`src/rtl/acc_group.sv`:
```
// acc_group: per-lane accumulation of GROUP_SIZE products over num_reads_per_iter reads, one registered sum vector per iteration.
module acc_group #(
  parameter int GROUP_SIZE             = 4,
  parameter int DATA_WIDTH             = 8,
  parameter int ACC_WIDTH              = 32,
  parameter int LOG_MAX_ITERS          = 16,
  parameter int LOG_MAX_READS_PER_ITER = 16
) (
  input  logic                                  clk,
  input  logic                                  rst,
  input  logic                                  configure,
  input  logic [LOG_MAX_ITERS-1:0]              num_iters,
  input  logic [LOG_MAX_READS_PER_ITER-1:0]     num_reads_per_iter,
  input  logic [GROUP_SIZE*2*DATA_WIDTH-1:0]    data_in,
  input  logic                                  valid_in,
  output logic                                  avail_out,
  output logic [GROUP_SIZE*ACC_WIDTH-1:0]       data_out,
  output logic                                  valid_out,
  input  logic                                  avail_in,
  output logic                                  done
);
  localparam int PW = 2 * DATA_WIDTH;
  localparam int VW = GROUP_SIZE * ACC_WIDTH;
  localparam int LI = LOG_MAX_ITERS;
  localparam int LR = LOG_MAX_READS_PER_ITER;

  typedef enum logic [1:0] {IDLE, ACCUM, FLUSH} state_t;

  state_t        state_q, state_d;
  logic [LI-1:0] iters_q, iters_d;
  logic [LR-1:0] reads_q, reads_d, rcfg_q, rcfg_d;
  logic [VW-1:0] acc_q, acc_d, out_q, out_d, sum;
  logic          valid_q, valid_d, done_q, done_d;
  logic          accept, last, xfer, counts_ok;

  for (genvar g = 0; g < GROUP_SIZE; g++) begin : g_lane
    assign sum[g*ACC_WIDTH +: ACC_WIDTH] = acc_q[g*ACC_WIDTH +: ACC_WIDTH] + ACC_WIDTH'(data_in[g*PW +: PW]);
  end

  // Only avail_in reaches avail_out combinationally; a draining output frees the slot this cycle.
  assign avail_out = (state_q == ACCUM) & (~valid_q | avail_in);
  assign accept    = valid_in & avail_out;
  assign last      = accept & (reads_q == LR'(1));
  assign xfer      = valid_q & avail_in;
  assign counts_ok = (num_iters != '0) & (num_reads_per_iter != '0);
  assign data_out  = out_q;
  assign valid_out = valid_q;
  assign done      = done_q;

  always_comb begin
    state_d = state_q;
    iters_d = iters_q;
    reads_d = reads_q;
    rcfg_d  = rcfg_q;
    acc_d   = acc_q;
    out_d   = out_q;
    valid_d = valid_q & ~xfer;
    done_d  = (state_q == FLUSH) & xfer;
    if (configure) begin
      iters_d = num_iters;
      reads_d = num_reads_per_iter;
      rcfg_d  = num_reads_per_iter;
      acc_d   = '0;
      valid_d = 1'b0;
      state_d = counts_ok ? ACCUM : IDLE;
      done_d  = ~counts_ok;
    end else begin
      if (state_q == FLUSH && xfer) state_d = IDLE;
      if (last) begin
        out_d   = sum;
        acc_d   = '0;
        valid_d = 1'b1;
        reads_d = rcfg_q;
        iters_d = iters_q - LI'(1);
        state_d = (iters_q == LI'(1)) ? FLUSH : ACCUM;
      end else if (accept) begin
        acc_d   = sum;
        reads_d = reads_q - LR'(1);
      end
    end
  end

  always_ff @(posedge clk or negedge rst) begin
    if (!rst) begin
      state_q <= IDLE;
      iters_q <= '0;
      reads_q <= '0;
      rcfg_q  <= '0;
      acc_q   <= '0;
      out_q   <= '0;
      valid_q <= 1'b0;
      done_q  <= 1'b0;
    end else begin
      state_q <= state_d;
      iters_q <= iters_d;
      reads_q <= reads_d;
      rcfg_q  <= rcfg_d;
      acc_q   <= acc_d;
      out_q   <= out_d;
      valid_q <= valid_d;
      done_q  <= done_d;
    end
  end
endmodule

```
`config.mk`:
```
export PLATFORM = sky130hd
export DESIGN_NAME = acc_group
export DESIGN_NICKNAME = d
export VERILOG_FILES = /design/src/rtl/acc_group.sv
export SDC_FILE = /design/constraint.sdc
export NUM_CORES = 1
export LEC_CHECK = 0
export ABC_AREA = 1
export ABC_CLOCK_PERIOD_IN_PS = 3500
export CORE_MARGIN = 4
export CORE_UTILIZATION = 40
export DETAILED_ROUTE_END_ITERATION = 10
export SKIP_CTS_REPAIR_TIMING = 1
export SLEW_MARGIN = 20
export SYNTH_ARGS = -nofsm -noshare
export SYNTH_HDL_FRONTEND = slang
export SYNTH_SLANG_ARGS = --single-unit
```
`constraint.sdc`:
```
create_clock -name clk -period 3.5 [get_ports clk]
set_clock_uncertainty 0.05 [all_clocks]
set_input_delay 1.05 -clock clk [delete_from_list [all_inputs] [get_ports clk]]
set_output_delay 1.05 -clock clk [all_outputs]
set_load 0.05 [all_outputs]
```
---- Yosys cells after proc, flatten, opt, wreduce, memory -nomap -nowiden ----
Index checks and enable logic that the tools add are counted.
operators by class
  equality and inequality tests ........... 4
  bitwise logic cells ..................... 12
  $add $sub $neg .......................... 6
  reduce and logical (&&, ||, !) cells .... 7
  multiplexer cells ....................... 16
operators with widths
  cell                                                                    number
  128-bit two-way mux                                                     3
  32-bit by 16-bit adder with 32-bit output                               4
  16-bit two-way mux                                                      5
  16-bit by 1-bit equality test with 1-bit output, second input constant  2
  16-bit nonzero test                                                     2
  16-bit by 1-bit subtractor with 16-bit output, second input constant    2
  2-bit two-way mux                                                       4
  1-bit bitwise AND                                                       7
  3-bit nonzero test                                                      2
  1-bit two-way mux                                                       4
  1-bit inverter                                                          4
  2-bit by 1-bit equality test with 1-bit output, second input constant   1
  2-bit equality test, second input constant                              1
  2-bit AND reduction                                                     1
  2-bit nonzero test                                                      1
  1-bit logical AND                                                       1
  1-bit OR                                                                1
word-level totals
  output and inout bits ................... 131
  logic and storage cells ................. 53
  bits of input ports ..................... 101
  register bits after elaboration ......... 308

---- Logic depth before layout (Yosys ltp) ----
  depth after elaboration ................. 7
  gate-level depth with buffers ........... 14

---- Least setup slack after synthesis ----
OpenSTA, ideal clock, no wires.
  path type ............................... input-to-output
  from .................................... input avail_in
  to ...................................... output avail_out
  arrival time ............................ 1572 ps
  required time ........................... 2400 ps
  path slack .............................. 828 ps
  stages .................................. 2
  cells stage by stage .................... nor2_1 > nor3_4
between the ends
  longest elaborated chain between the ends .. 2
ends and longest elaborated chain
  item               RTL line  RTL
  from (decl)        19        input logic avail_in,
  1-bit OR           41        assign avail_out = (state_q == ACCUM) & (~valid_q | avail_in);
  1-bit bitwise AND  41
  to (decl)          16        output logic avail_out,
No other way between the ends.

---- Final worst setup path ----
Same ends and word-level chain as after synthesis.

==> flow_metrics.py <==
metrics = {
    "synth": {
        "yosysWarnings": 0,
        "synth_cells": 2739,
        "synth.distinct_cells": 42,
        "synth_adder_area_share_pct": 4.91,
        "synth_compound_area_share_pct": 5.41,
        "muxShareOfSynthArea_pct": 0,
        "synth_xor_area_share_pct": 3.23,
        "syn_area_mm2": 0.0190,
        "synth.avg_cell_area_um2": 6.93,
        "ys_seq_area_share_pct": 40.6,
        "yosys.area_share.simple_pct": 37.2,
        "synth_nets": 2912,
        "synth_top_family_by_area": "simple AND/OR/NAND/NOR gates",
        "ys_ff_latch": 308,
    },
    "critical_path": {
        "cpPeakStageDelay_ns": 0.48,
        "critPathCapture": "avail_out",
        "cpMaxStageDelayCell": "clkdlybuf4s50_1",
        "reg2reg_slack_ns": 1.22,
        "reg2reg_to": "acc_q[12]$_DFFE_PN0P_",
        "rr_worst_depth": 10,
        "path_cells": "clkdlybuf4s50_1 -> nor2_1 -> nor3_4 -> buf_12",
        "crit_arrival_ns": 2.01,
        "crit_fanout": 2,
        "path_class": "primary input to primary output",
        "crit_required_ns": 2.40,
        "crit_path_end_kind": "primary output",
        "crit_start": "avail_in",
        "r2r_start": "acc_q[0]$_DFFE_PN0P_",
        "start_kind": "primary input",
    },
    "timing": {
        "finalWorstSetupSlack_ns": 0.389,
        "setup_viol_count_final": 0,
        "rsz0062_at_grt": "no",
        "tightest_slew_ns": 0.735,
        "timing.fmax_mhz": 321,
        "final_hold_viol_count": 0,
        "hold_slack_ns": 0.416,
        "finalCriticalPeriod_ns": 3.11,
        "finalSetupTns_ns": 0,
        "slew_headroom_pct": 51.0,
        "drv_slew": 0,
        "finalCritPeriodShare_pct": 88.9,
    },
    "floorplan": {
        "start_util_pct": 40.6,
        "core-area_mm2": 0.0468,
        "io_pins": 232,
        "die-area_mm2": 0.0510,
        "die_height_um": 226,
        "dieWidth_um": 226,
        "rows": 79,
    },
    "power": {
        "pwr_density_cell_mw_per_mm2": 428,
        "p_leak_nw": 12.4,
        "peakVddDrop_uv": 262,
        "finalPower_mw": 9.97,
    },
    "route": {
        "avgRoutedWirePerCell_um": 16.4,
        "dr.pass1.iters": 7,
        "routed_via_density": 4.98,
        "drt-initial-drc-count": 1215,
        "vias": 18000,
        "antenna_left": 0,
        "routed_wl_mm": 59.3,
        "drc": 0,
    },
    "final_layout": {
        "nFillCells": 4708,
        "layout_commonest_cell": "nand2_1",
        "final-instance-count-excl-fill": 3610,
        "design_area_mm2": 0.0233,
        "diodes": 0,
        "post-route-util_pct": 49.8,
        "syn_to_final_growth_pct": 22.8,
        "final_cell_mix": "nand2_1 (1189), inv_1 (313), dfrtp_1 (308), nand3_1 (255), clkdlybuf4s50_1 (229)",
        "multi_input_area_mm2": 0.00965,
        "regArea_mm2": 0.00771,
        "drive_gt1_share_pct": 4.23,
        "fin_nets": 3153,
    },
    "cts": {
        "clock_path_buffers": 3,
        "cts_tree": "done",
        "clock_latency_ns": 0.55,
        "cts_buffers": 38,
        "cts-root-buf": "clkbuf_16",
        "clock-sinks": 308,
        "clk_pin_slew_ns": 0.05,
        "htree_levels": 2,
    },
    "placed_design": {
        "dp_cells": 3547,
        "gp_congestion": 0.919,
        "portBuffers": 231,
        "hpwl_mm": 44.6,
        "placed_cell_area_mm2": 0.0221,
        "pre_cts_slack_ns": 0.0969,
    },
    "min_path": {
        "timing.hold.worst.class": "register to register",
    },
    "global_routing": {
        "grt_pass1_wl_mm": 95.4,
        "grt_pass1_vias": 17700,
        "grt_antenna_before_repair": 0,
        "grt_max_degree": 86,
        "overflow": 0,
        "grt_usage_pct": 23.3,
    },
    "outcome": {
        "run_status": "completed",
    },
    "run": {
        "drv_cap": 0,
    },
}
worst min-delay path by stage:
stage,start,end,slack [ns],depth (start not counted)
4_1_cts,rcfg_q[13]$_DFFE_PN0P_,rcfg_q[13]$_DFFE_PN0P_,0.42,2
3_5_place_dp,rcfg_q[4]$_DFFE_PN0P_,rcfg_q[4]$_DFFE_PN0P_,0.40,2
3_3_place_gp,rcfg_q[6]$_DFFE_PN0P_,rcfg_q[6]$_DFFE_PN0P_,0.40,2
6_report,rcfg_q[13]$_DFFE_PN0P_,rcfg_q[13]$_DFFE_PN0P_,0.42,2
5_1_grt,rcfg_q[9]$_DFFE_PN0P_,rcfg_q[9]$_DFFE_PN0P_,0.44,2
2_1_floorplan,rcfg_q[12]$_DFFE_PN0P_,rcfg_q[12]$_DFFE_PN0P_,0.39,2
cells in the mapped netlist:
master,number,area share [%]
nand4_1,27,0.89
ha_1,68,4.5
o21ai_0,104,2.7
fa_1,4,0.42
nor2_1,138,2.7
and3_1,4,0.13
inv_4,1,0.033
a31oi_1,1,0.033
nor3b_1,1,0.040
buf_4,7,0.28
nand3_2,1,0.053
nor3_1,33,0.87
o211ai_1,14,0.55
nand3_1,256,6.8
and2_1,10,0.33
clkinv_1,1,0.020
nand3b_1,12,0.47
nor3_2,2,0.11
nand2_1,1189,24
buf_2,22,0.58
inv_1,313,6.2
a21oi_1,41,1.1
nor4_1,8,0.26
buf_6,15,0.89
nor2_2,2,0.066
o31ai_1,7,0.28
buf_1,1,0.020
nand2b_1,3,0.099
xnor2_1,35,1.6
o21bai_1,6,0.24
nor3_4,1,0.086
xor2_1,35,1.6
nand2_2,2,0.066
or2_2,11,0.36
nor2_4,3,0.18
nand2_4,2,0.12
or2_1,3,0.099
dfrtp_1,308,41
o21ai_1,17,0.45
clkbuf_1,24,0.47
inv_2,6,0.12
a21o_1,1,0.040
layer usage:
layer	vias up	GRT usage, %	share of wire [%]
met5	-	0	0
met4	0	6.28	2.3
met3	78	2.98	4.6
met2	405	38.2	47
met1	8420	32.7	46
li1	9088	-	-
report_power, final:
part,switching (mW),internal (mW)
Sequential,0.140,3.76
Combinational,1.36,0.730
Clock,1.56,2.42
worst max-delay path: cells and delay by family:
| kind | cells | cell delay, ns |
|---|---|---|
| simple gates | 2 | 0.30 |
| buf+inv | 2 | 0.66 |
cell families (layout without fill, tap and decap cells):
kind of cell / after synthesis / in the layout
buffers and inverters: 390 / 654
AOI/OAI and AO/OA: 191 / 191
DFF: 308 / 308
xor gates and xnor gates: 70 / 70
and+or+nand+nor: 1708 / 1708
adders and majority gates: 72 / 72
layout make-up:
class	count	share of cell area (%)
Multi-Input combinational cell	2041	41.4
Clock inverter	9	0.515
Timing Repair Buffer	270	11.8
Clock buffer	54	4.78
Tap cell	607	3.26
Inverter	321	5.19
Sequential cell	308	33.1
flip-flops by register name, summed over array words and instances (netlist names):
register	count
acc_q	128
data_out	128
iters_q	16
rcfg_q	16
reads_q	16
state_q	2
done	1
valid_out	1
No activity file was read; power rests on OpenSTA's default activity.
